==> src/rtl/knn_threshold_filter.sv <==
// knn_threshold_filter: per-lane threshold filter for KNN candidate batches.
// Each accepted batch has every lane's valid bit ANDed with a distance
// compare against a running-mean threshold, then the batch and its popcount
// are queued in a small FIFO for the downstream consumer. A saturating
// counter accumulates the number of lanes that survived the filter.

`ifndef B
`define B 16
`endif

package knn_pkg;
  localparam int DIST_W = `B;

  typedef struct packed {
    logic              valid;
    logic [DIST_W-1:0] distance;
    logic signed [15:0] x;
    logic signed [15:0] y;
    logic signed [15:0] z;
    logic [15:0]       point_id;
  } knn_entry_t;
endpackage

module knn_threshold_filter
  import knn_pkg::*;
#(
  parameter int LANES  = 4,
  parameter int DEPTH  = 4,
  parameter int STRICT = 0
) (
  input  logic                         clock,
  input  logic                         reset_n,
  input  logic                         thr_load,
  input  logic [DIST_W-1:0]            thr_in,
  input  logic                         in_valid,
  output logic                         in_ready,
  input  knn_entry_t [LANES-1:0]       in_entries,
  output logic                         out_valid,
  input  logic                         out_ready,
  output knn_entry_t [LANES-1:0]       out_entries,
  output logic [$clog2(LANES+1)-1:0]   out_taken_cnt,
  input  logic                         stat_clear,
  output logic [31:0]                  kept_total
);

  localparam int CNT_W = $clog2(LANES+1);
  localparam int PTR_W = $clog2(DEPTH);
  localparam int OCC_W = $clog2(DEPTH+1);

  // Lane passes when its distance is within the threshold (inclusive unless STRICT).
  function automatic logic dist_pass(input logic [DIST_W-1:0] d, input logic [DIST_W-1:0] t);
    if (STRICT != 0) return d < t;
    else             return d <= t;
  endfunction

  function automatic logic [CNT_W-1:0] popcount(input knn_entry_t [LANES-1:0] b);
    logic [CNT_W-1:0] s;
    s = '0;
    for (int l = 0; l < LANES; l++) s = s + CNT_W'(b[l].valid);
    return s;
  endfunction

  // Unsigned add that clamps at all-ones instead of wrapping.
  function automatic logic [31:0] sat_add(input logic [31:0] a, input logic [CNT_W-1:0] b);
    logic [32:0] s;
    s = {1'b0, a} + 33'(b);
    return s[32] ? 32'hFFFF_FFFF : s[31:0];
  endfunction

  logic [DIST_W-1:0]       thr_q;
  knn_entry_t [LANES-1:0]  filt_p0;
  logic [CNT_W-1:0]        taken_p0;

  knn_entry_t [LANES-1:0]  mem_p1 [DEPTH];
  logic [CNT_W-1:0]        cnt_mem_p1 [DEPTH];
  logic [PTR_W-1:0]        wr_ptr_q;
  logic [PTR_W-1:0]        rd_ptr_q;
  logic [OCC_W-1:0]        occ_q;
  logic                    vld_p1;
  logic [31:0]             kept_q;

  logic push;
  logic pop;

  // ---- stage p0: combinational filter of the incoming batch ----
  // Apply the threshold compare to each lane; payload fields pass untouched.
  always_comb begin
    filt_p0 = in_entries;
    for (int l = 0; l < LANES; l++) begin
      filt_p0[l].valid = in_entries[l].valid && dist_pass(in_entries[l].distance, thr_q);
    end
    taken_p0 = popcount(filt_p0);
  end

  assign in_ready = (occ_q < OCC_W'(DEPTH));
  assign push     = in_valid && in_ready;
  assign pop      = vld_p1 && out_ready;

  // Threshold register; a load only affects batches accepted on later edges.
  always_ff @(posedge clock or negedge reset_n) begin
    if (!reset_n)      thr_q <= '1;
    else if (thr_load) thr_q <= thr_in;
  end

  // ---- stage p1: FIFO storage (data, not reset) ----
  // Write the filtered batch and its popcount at the write pointer.
  always_ff @(posedge clock) begin
    if (push) begin
      mem_p1[wr_ptr_q]     <= filt_p0;
      cnt_mem_p1[wr_ptr_q] <= taken_p0;
    end
  end

  // FIFO pointers and occupancy; pointers wrap naturally at DEPTH.
  always_ff @(posedge clock or negedge reset_n) begin
    if (!reset_n) begin
      wr_ptr_q <= '0;
      rd_ptr_q <= '0;
      occ_q    <= '0;
    end else begin
      if (push) wr_ptr_q <= wr_ptr_q + PTR_W'(1);
      if (pop)  rd_ptr_q <= rd_ptr_q + PTR_W'(1);
      case ({push, pop})
        2'b10:   occ_q <= occ_q + OCC_W'(1);
        2'b01:   occ_q <= occ_q - OCC_W'(1);
        default: occ_q <= occ_q;
      endcase
    end
  end

  assign vld_p1        = (occ_q != '0);
  assign out_valid     = vld_p1;
  assign out_entries   = mem_p1[rd_ptr_q];
  assign out_taken_cnt = cnt_mem_p1[rd_ptr_q];

  // Saturating kept-lane counter; a clear that coincides with an acceptance
  // restarts the count at that batch's popcount.
  always_ff @(posedge clock or negedge reset_n) begin
    if (!reset_n) begin
      kept_q <= '0;
    end else if (push) begin
      kept_q <= stat_clear ? 32'(taken_p0) : sat_add(kept_q, taken_p0);
    end else if (stat_clear) begin
      kept_q <= '0;
    end
  end

  assign kept_total = kept_q;

endmodule

==> config.mk <==
export PLATFORM = sky130hd
export DESIGN_NAME = knn_threshold_filter
export DESIGN_NICKNAME = d
export VERILOG_FILES = /design/src/rtl/knn_threshold_filter.sv
export SDC_FILE = /design/constraint.sdc
export NUM_CORES = 1
export LEC_CHECK = 0
export ABC_AREA = 0
export CAP_MARGIN = 20
export CORE_MARGIN = 1
export CORE_UTILIZATION = 45
export CTS_CLUSTER_SIZE = 25
export DETAILED_ROUTE_END_ITERATION = 6
export PLACE_DENSITY = 0.67
export SETUP_SLACK_MARGIN = 0.2
export SYNTH_ARGS = -nofsm -noshare
export SYNTH_HDL_FRONTEND = slang
export SYNTH_SLANG_ARGS = --single-unit
export TNS_END_PERCENT = 30
==> constraint.sdc <==
create_clock -name clock -period 12.49 [get_ports clock]
set_input_delay 2.498 -clock clock [delete_from_list [all_inputs] [get_ports clock]]
set_output_delay 2.498 -clock clock [all_outputs]
set_load 0.05 [all_outputs]
==> metrics <==
Resized cells post-CTS=0; number of distinct library cells after synthesis=55; syn_area_per_cell=23.34 sq um; initial antenna violation count=35; die height=340.0 um; Mapped Nets=2625; pre-CTS WS=4.638 ns; Fillers=8074; Post-synth ARST share=4.035%; Crit path arrival time=7.77 ns; row cnt=123; nature of the critical path startpoint=input port; endpoints failing hold=0; Die Span X=340.0 um; Fin Setup TNS=0 ns; clock root buffer=clkbuf_16; IO buf count=706; worst hold path class=flop to flop; I/O pin cnt=707; setup ws final=5.312 ns; Post-synth top flop=edfxtp_1; # Post-CTS Setup Buffers=0; final-report setup violation count=0; Slew Limit Fails=0; Worst Skew=0.02940 ns; ANT nets after route=0; # DRC=0; Post-synth EDFFs=1308; sequential area share after synthesis=79.13%; Starting DRT DRC Count=2066; wire per inst=26.03 um; GPL Wtd Cong=0.8455; routed wire length=120200 um; vias in the first global route=26645; Via density=5.510; period utilization=57.47%; crit-path max FO=13; Max-cap violations=0; fmax=0.1393 GHz; yosys warns=0; RSZ-0062 raised after global routing=no; commonest cells after routing, fill and taps aside=edfxtp_1 (1308), clkdlybuf4s50_1 (705), mux4_2 (327); Slew @ Worst Pin=1.186 ns; Critical Path Sink Type=flop; Total Routing Usage GR=20.80%; First-pass DRT Iterations=5; full die area=115600 sq um; Setup CP Type=input port to flop; mapped cell area=51400 sq um; cts hold-fix bufs=0; CTS clk-pin slew, worst paths=0.06 ns; DP HPWL=75550 um; layout cells sized above 1=18.89%; Worst VDD drop=0.1847 mV; total number of vias=25451; Req. time, crit path=13.08 ns; Post-layout nets=3407; Layout area overhead=26.06%; Initial Util=45.57%; worst-case clock buffer depth=3; H-tree level count=4; synthesized instance count=2202; Lkg Pwr=0.02102 uW; power density over the cells=253.3 nW/um^2; final worst path period need=7.178 ns; outcome=finished, final reports clean; FF+latch count, synth=1363; Slew HR=20.94%; CTS tree=built; first-pass GRT wire length=176700 um; total power=16410 uW; pin count of the biggest net entering global routing=149; Core ar.=112800 sq um; total CTS buffers=143; GRT overflow=0; clock latency on the worst-skew pair=0.73 ns; clock sink count=1363; most common cell after layout, fill and taps aside=edfxtp_1
-- worst paths after layout --
| path | start | to | slack [ns] | cells after the start |
|---|---|---|---|---|
| max in group asynchronous | reset_n | rd_ptr_q[0] | 9.96 | 2 |
| min | occ_q[0] | occ_q[0] | 0.50 | 1 |
| min reg2reg | occ_q[0] | occ_q[0] | 0.50 | 1 |
| max reg2reg | thr_q[14] | kept_total[14] | 6.90 | 17 |
| max | in_entries[319] | kept_total[14] | 5.31 | 17 |
| min in group asynchronous | reset_n | occ_q[1] | 1.95 | 2 |
-- through the flow --
| step | hold WS [ns] | utilization [%] | std cells | area, sq um |
|---|---|---|---|---|
| after global placement | 0.4605 | 53.43 | 4338 | 60270 |
| final | 0.4956 | 57.44 | 4619 | 64800 |
| after floorplan | 0.4465 | - | 2202 | 51400 |
| after CTS | 0.4947 | 57.38 | 4592 | 64730 |
| after detailed placement | 0.4808 | 53.45 | 4339 | 60300 |
| after global routing | 0.5060 | 57.43 | 4612 | 64780 |
-- power by group --
part / internal (uW) / switching [uW]
Clock: 2300 / 1700
Sequential: 5700 / 145
Combinational: 2320 / 4240
-- synth_stat cells, types with 3 or more instances --
cell,number,area [sq um]
ha_1,74,925.9
inv_1,37,138.9
a311oi_1,15,131.4
buf_2,36,180.2
and2_1,8,50.05
buf_1,20,75.07
a21o_1,4,30.03
nor3_1,21,105.1
and4_1,3,26.28
nand2_1,40,150.1
a211oi_1,7,52.55
and3b_1,3,26.28
mux4_2,327,7365
a31oi_1,14,87.58
dfrtp_1,39,975.9
a31o_2,3,26.28
nor2b_1,6,37.54
o221ai_1,3,26.28
dfstp_2,16,420.4
o211ai_1,4,30.03
o21ai_0,24,120.1
a21oi_1,32,160.2
a41oi_1,5,43.79
o21a_1,3,22.52
nor2_1,24,90.09
nand4_1,20,125.1
nand2b_1,3,18.77
fa_1,3,60.06
and3_1,12,75.07
nor4_1,5,31.28
clkbuf_1,35,131.4
nand3_1,15,75.07
xnor2_1,6,52.55
edfxtp_1,1308,39280
-- critical path, cell delays in order --
cell	delay, ns
clkdlybuf4s50_1	0.53
ha_1	0.36
nand4_1	0.21
a21oi_1	0.14
a211oi_1	0.49
o221ai_1	0.21
fa_1	0.55
inv_1	0.07
ha_1	0.20
ha_1	0.41
inv_1	0.08
fa_1	0.40
nand2b_1	0.17
o21ai_2	0.26
and3_1	0.52
nor2b_1	0.47
a311oi_1	0.19
-- metal layers --
layer | up-vias | global-route usage (%) | share of wire [%]
li1 | 10984 | - | -
met1 | 13327 | 25.92 | 38
met2 | 918 | 34.42 | 51
met3 | 202 | 6.082 | 8.3
met4 | 20 | 8.005 | 2.8
met5 | - | 0 | 0.11
-- kinds of logic (layout without fill, tap and decap cells) --
family                     Yosys count  in the layout  synth area share (%)
DFF                               1363           1363                 79.13
muxes                              328            328                 14.35
and+or+nand+nor                    173            173                 1.826
buffers and inverters              129           1019                 1.032
AOI/OAI and AO/OA                  124            124                 1.611
adders and majority gates           77             77                 1.918
xor gates and xnor gates             8              8                0.1363
other                                0             27                     0
-- layout make-up --
| type | count | area (sq um) | share of cell area (%) |
|---|---|---|---|
| timing repair buffer | 729 | 7392 | 11.41 |
| sequential | 1363 | 40680 | 62.78 |
| clock inverter | 72 | 610.6 | 0.9422 |
| tap | 1500 | 1877 | 2.896 |
| inverter | 37 | 138.9 | 0.2143 |
| clock buffer | 181 | 3825 | 5.903 |
| multi-input combinational | 710 | 10210 | 15.75 |
| antenna | 27 | 67.56 | 0.1043 |
-- sequential cells by signal, indices dropped and copies added, names as in the netlist --
name / flops
wr_ptr_q: 2
thr_q: 16
rd_ptr_q: 2
occ_q: 3
mem_p1: 1296
kept_total: 32
cnt_mem_p1: 12
Power figures use the tool's default switching activity.
